`config.mk`:
```
export PLATFORM = sky130hd
export DESIGN_NAME = walk_request_bank
export DESIGN_NICKNAME = d
export VERILOG_FILES = /design/src/rtl/walk_pkg.sv /design/src/rtl/walk_debounce.sv /design/src/rtl/walk_request_bank.sv
export SDC_FILE = /design/constraint.sdc
export NUM_CORES = 1
export LEC_CHECK = 0
export BUFFER_PORTS_ARGS = -buffer_cell sky130_fd_sc_hd__clkbuf_2
export CORE_ASPECT_RATIO = 0.7
export CORE_MARGIN = 1.5
export CORE_UTILIZATION = 45
export CTS_CLUSTER_SIZE = 30
export DETAILED_ROUTE_END_ITERATION = 12
export HOLD_SLACK_MARGIN = 0.15
export MAX_ROUTING_LAYER = met4
export PLACE_DENSITY = 0.67
export SLEW_MARGIN = 20
export SYNTH_ARGS = -nofsm -noshare
export SYNTH_HDL_FRONTEND = slang
export SYNTH_SLANG_ARGS = --single-unit
```
`constraint.sdc`:
```
create_clock -name clk -period 2.76 [get_ports clk]
set_input_delay 0.276 -clock clk [delete_from_list [all_inputs] [get_ports clk]]
set_output_delay 0.276 -clock clk [all_outputs]
set_load 0.05 [all_outputs]
```
`src/rtl/walk_pkg.sv`:
```
// walk_pkg: shared widths, defaults and channel-index type for the walk-request bank.
package walk_pkg;
    localparam int DEF_NUM_CH          = 4;
    localparam int DEF_DEBOUNCE_CYCLES = 3;
    localparam int DEF_TIMEOUT_CYCLES  = 1000;

    function automatic int ch_w(input int n);
        return (n > 1) ? $clog2(n) : 1;
    endfunction

    // Width needed to hold the values 0..d.
    function automatic int cnt_w(input int d);
        return (d > 0) ? $clog2(d + 1) : 1;
    endfunction

    typedef logic [ch_w(DEF_NUM_CH)-1:0] ch_idx_t;
endpackage

```
`src/rtl/walk_debounce.sv`:
```
// walk_debounce: one channel of debounce, release arming and sticky request latch.
// WALK_REQ_TIMEOUT_EN adds an age counter that expires an unserviced request.
module walk_debounce
    import walk_pkg::*;
#(
    parameter int DEBOUNCE_CYCLES = DEF_DEBOUNCE_CYCLES
`ifdef WALK_REQ_TIMEOUT_EN
    ,
    parameter int TIMEOUT_CYCLES = DEF_TIMEOUT_CYCLES
`endif
) (
    input  logic clk,
    input  logic global_reset,
    input  logic button,
    input  logic clear,
    output logic pending
`ifdef WALK_REQ_TIMEOUT_EN
    ,
    output logic timeout
`endif
);
    localparam int CW = cnt_w(DEBOUNCE_CYCLES);
    localparam logic [CW-1:0] CMAX = CW'(DEBOUNCE_CYCLES);
    localparam logic [CW-1:0] CHIT = CW'(DEBOUNCE_CYCLES - 1);

    logic [CW-1:0] cnt;
    logic armed, hit, kill;

    assign hit = button && cnt == CHIT;

`ifdef WALK_REQ_TIMEOUT_EN
    localparam int AW = cnt_w(TIMEOUT_CYCLES - 1);
    logic [AW-1:0] age;
    logic expire;
    assign expire = pending && age == AW'(TIMEOUT_CYCLES - 1);
    assign kill = clear || expire;
    always_ff @(posedge clk) begin
        if (global_reset) begin
            age     <= '0;
            timeout <= 1'b0;
        end else begin
            age     <= (!pending || kill) ? '0 : age + 1'b1;
            timeout <= expire && !clear;
        end
    end
`else
    assign kill = clear;
`endif

    // A set edge that coincides with a clear still disarms, so the press is consumed.
    always_ff @(posedge clk) begin
        if (global_reset) begin
            cnt     <= '0;
            armed   <= 1'b1;
            pending <= 1'b0;
        end else begin
            cnt     <= !button ? '0 : (cnt == CMAX ? cnt : cnt + 1'b1);
            armed   <= !button ? 1'b1 : (hit ? 1'b0 : armed);
            pending <= kill ? 1'b0 : (pending || (hit && armed));
        end
    end
endmodule

```
`src/rtl/walk_request_bank.sv`:
```
// walk_request_bank: debounced sticky walk requests offered round-robin over valid/ack.
// WALK_REQ_TIMEOUT_EN enables per-channel request expiry with a wr_timeout pulse.
module walk_request_bank
    import walk_pkg::*;
#(
    parameter int NUM_CH          = DEF_NUM_CH,
    parameter int DEBOUNCE_CYCLES = DEF_DEBOUNCE_CYCLES
`ifdef WALK_REQ_TIMEOUT_EN
    ,
    parameter int TIMEOUT_CYCLES = DEF_TIMEOUT_CYCLES
`endif
) (
    input  logic                      clk,
    input  logic                      global_reset,
    input  logic [NUM_CH-1:0]         walk_request,
    input  logic [NUM_CH-1:0]         walk_request_reset,
    output logic [NUM_CH-1:0]         wr_to_fsm,
    output logic                      req_valid,
    output logic [ch_w(NUM_CH)-1:0]   req_ch,
    input  logic                      req_ack
`ifdef WALK_REQ_TIMEOUT_EN
    ,
    output logic [NUM_CH-1:0]         wr_timeout
`endif
);
    localparam int CH_W = ch_w(NUM_CH);

    logic [CH_W-1:0]   rr_ptr, idx;
    logic [NUM_CH-1:0] clear;
    logic              take;

    assign req_valid = |wr_to_fsm;
    assign take      = req_ack && req_valid;

    // Scanning downward lets the lowest offset from rr_ptr win.
    always_comb begin
        req_ch = rr_ptr;
        idx    = rr_ptr;
        for (int k = NUM_CH - 1; k >= 0; k--) begin
            idx = CH_W'((int'(rr_ptr) + k) % NUM_CH);
            if (wr_to_fsm[idx]) req_ch = idx;
        end
    end

    always_ff @(posedge clk) begin
        if (global_reset) rr_ptr <= '0;
        else if (take) rr_ptr <= (int'(req_ch) == NUM_CH - 1) ? '0 : req_ch + 1'b1;
    end

    for (genvar i = 0; i < NUM_CH; i++) begin : g_ch
        assign clear[i] = walk_request_reset[i] || (take && req_ch == CH_W'(i));
        walk_debounce #(
            .DEBOUNCE_CYCLES(DEBOUNCE_CYCLES)
`ifdef WALK_REQ_TIMEOUT_EN
            ,
            .TIMEOUT_CYCLES(TIMEOUT_CYCLES)
`endif
        ) u_db (
            .clk         (clk),
            .global_reset(global_reset),
            .button      (walk_request[i]),
            .clear       (clear[i]),
            .pending     (wr_to_fsm[i])
`ifdef WALK_REQ_TIMEOUT_EN
            ,
            .timeout     (wr_timeout[i])
`endif
        );
    end
endmodule
```
==> impl_metrics.json <==
{
  "ys_seq_area_share_pct": 38.6,
  "ioPinCount": 18,
  "relSlewSlack_pct": 81.4,
  "r2r_setup_slack_ns": 0.82,
  "die_x_um": 57.5,
  "area_growth_pct": 11.1,
  "tightest_slew_ns": 0.281,
  "clkTransAtPathRegs_ns": 0.10,
  "n_antenna_cell": 0,
  "ant_nets": 0,
  "synth_seq_cells": 18,
  "worst-path-buf-inv": 1,
  "setup_violations": 0,
  "start_kind": "flip-flop",
  "setup_slack_ns": 0.568,
  "insertion_delay_ns": 0.29,
  "drv_cap": 0,
  "syn-num-nets": 124,
  "drt_wl_total_um": 1570,
  "cts_tree": "yes",
  "place_hpwl_um": 1220,
  "cp_top_family": "simple AND/OR/NAND/NOR gates",
  "hold_violations": 0,
  "cts.path.max_buffers": 2,
  "pre_cts_ws_ns": 0.854,
  "portBuffers": 17,
  "ir_drop_uv": 369,
  "cts_resized": 0,
  "wire_per_inst_um": 11.1,
  "dp.cells": 137,
  "antenna_found_initial": 0,
  "grt_pass1_vias": 568,
  "avgSynthCellArea_sq_um": 8.99,
  "drc_errors": 0,
  "cpPeakStageDelay_ns": 0.47,
  "cp_max_fo": 8,
  "cts_made_buffers": 3,
  "grt_pass1_wl_um": 2370,
  "dr_total_vias": 719,
  "endpoint_kind": "output port",
  "nets": 140,
  "crit_required_ns": 2.48,
  "fp.dieH_um": 41.1,
  "synth.distinct_cells": 26,
  "period_minus_slack_ns": 2.19,
  "worstPathArrival_ns": 1.92,
  "finalClockSkew_ns": 0.00126,
  "drt-vias-per-instance": 5.10,
  "fin_hold_ws_ns": 0.165,
  "place_congestion": 0.801,
  "drt_first_pass_iters": 4,
  "cts.sinks": 18,
  "grt.total_usage_pct": 14.4,
  "first_iter_violations": 37,
  "layout-drive-gt1-share_pct": 20.2,
  "ys_warn_count": 0,
  "fin_tns_setup_ns": 0,
  "critPathSlowestCell": "dfxtp_1",
  "synth_cells": 104,
  "fillers": 187,
  "hold_path_class": "primary input to flip-flop",
  "dieArea_sq_mm": 0.00236,
  "final_util_pct": 54.6,
  "slew_viol_final": 0,
  "layout_commonest_cell": "dfxtp_1",
  "cts_root_buf": "clkbuf_4",
  "powerDensity_mw_per_mm2": 471,
  "outcome": "completed",
  "crit_type": "flip-flop to output port",
  "min_period_over_period_pct": 79.4,
  "start_util_pct": 49.1,
  "grt_overflow_total": 0,
  "layoutNonFillerInstCount": 141,
  "post_cts_buffers": 0,
  "grt_max_degree": 11,
  "syn_area_sq_um": 935,
  "rsz0062_at_grt": "false",
  "core-area_sq_mm": 0.00190,
  "path_cells": "and3b_1, or4_1, nand2_1, clkbuf_2",
  "cts-htree-levels": 1,
  "p_leak_nw": 0.497,
  "mostFrequentLayoutCells": "18 x dfxtp_1, 17 x clkbuf_2, 15 x nor2_1",
  "fmax_mhz": 456,
  "hold_buffers": 0,
  "rows": 13
}
==> metal layers <==
| metal | track usage (%) | part of all wire (%) |
|---|---|---|
| met5 | - | 0 |
| met2 | 22.7 | 43 |
| met3 | 6.62 | 5.0 |
| met1 | 17.5 | 51 |
| met4 | 1.74 | 0.64 |
==> cells by family after synthesis <==
logic type	synth area share, %
adder cells (fa/ha/maj)	12.0
XOR/XNOR	3.75
flip-flops	38.6
AO/OA/AOI/OAI	18.2
AND/OR/NAND/NOR	17.4
buffers and inverters	10.0
==> worst paths after layout <==
check | startpoint | end | cells past startpoint
worst min-delay path | walk_request_reset[1] | g_ch[1].u_db.pending | 2
worst max register to register | g_ch[3].u_db.pending | g_ch[1].u_db.pending | 6
worst max-delay path | g_ch[3].u_db.pending | req_ch[1] | 4
worst min register to register | g_ch[0].u_db.armed | g_ch[0].u_db.armed | 1
==> power by group <==
part / total [mW] / leakage, nW / switching, mW / internal [mW]
Sequential: 0.275 / 0.147 / 0.00717 / 0.267
Combinational: 0.0528 / 0.330 / 0.0310 / 0.0218
Clock: 0.162 / 0.0210 / 0.0813 / 0.0804
Total: 0.489 / 0.497 / 0.119 / 0.370
==> sequential cells by signal, summed over array words and instances (netlist names) <==
name,count
g_ch.u_db.armed,4
rr_ptr,2
g_ch.u_db.pending,4
g_ch.u_db.cnt,8
==> Yosys cell counts (all sizes together) <==
| library cell | count | area, sq um |
|---|---|---|
| a2111oi | 1 | 27.5 |
| a211o | 1 | 8.76 |
| a211oi | 2 | 15.0 |
| a21o | 4 | 30.0 |
| a21oi | 5 | 25.0 |
| a31oi | 6 | 37.5 |
| and2 | 1 | 8.76 |
| and3b | 1 | 8.76 |
| buf | 5 | 41.3 |
| clkbuf | 1 | 3.75 |
| dfxtp | 18 | 360 |
| ha | 9 | 113 |
| inv | 13 | 48.8 |
| nand2 | 1 | 3.75 |
| nand2b | 4 | 25.0 |
| nor2 | 15 | 56.3 |
| nor2b | 3 | 18.8 |
| nor3 | 2 | 10.0 |
| o211ai | 1 | 7.51 |
| o21ai | 2 | 10.0 |
| o31a | 1 | 8.76 |
| or3 | 2 | 12.5 |
| or4 | 2 | 18.8 |
| xor2 | 4 | 35.0 |
==> worst reg2reg max path, cell delays in order (launching register included) <==
cell and delay, ns:
dfxtp_1 0.47, and3b_1 0.21, or4_1 0.46, nand2_1 0.17, inv_1 0.06, ha_1 0.21
a2111oi_4 0.27
==> stage by stage <==
step	power, mW	instance area (sq um)
2_1_floorplan	0.318	935
3_3_place_gp	0.331	1000
3_5_place_dp	0.334	1000
4_1_cts	0.497	1040
5_1_grt	0.512	1040
6_report	0.489	1040
==> area by class of cell <==
cell class | count | area (sq um) | area share (%)
Clock buffer | 4 | 36.3 | 3.49
Multi-Input combinational cell | 67 | 480 | 46.3
Inverter | 13 | 48.8 | 4.70
Timing Repair Buffer | 17 | 85.1 | 8.19
Sequential cell | 18 | 360 | 34.7
Tap cell | 22 | 27.5 | 2.65
Power figures use the tool's default switching activity.
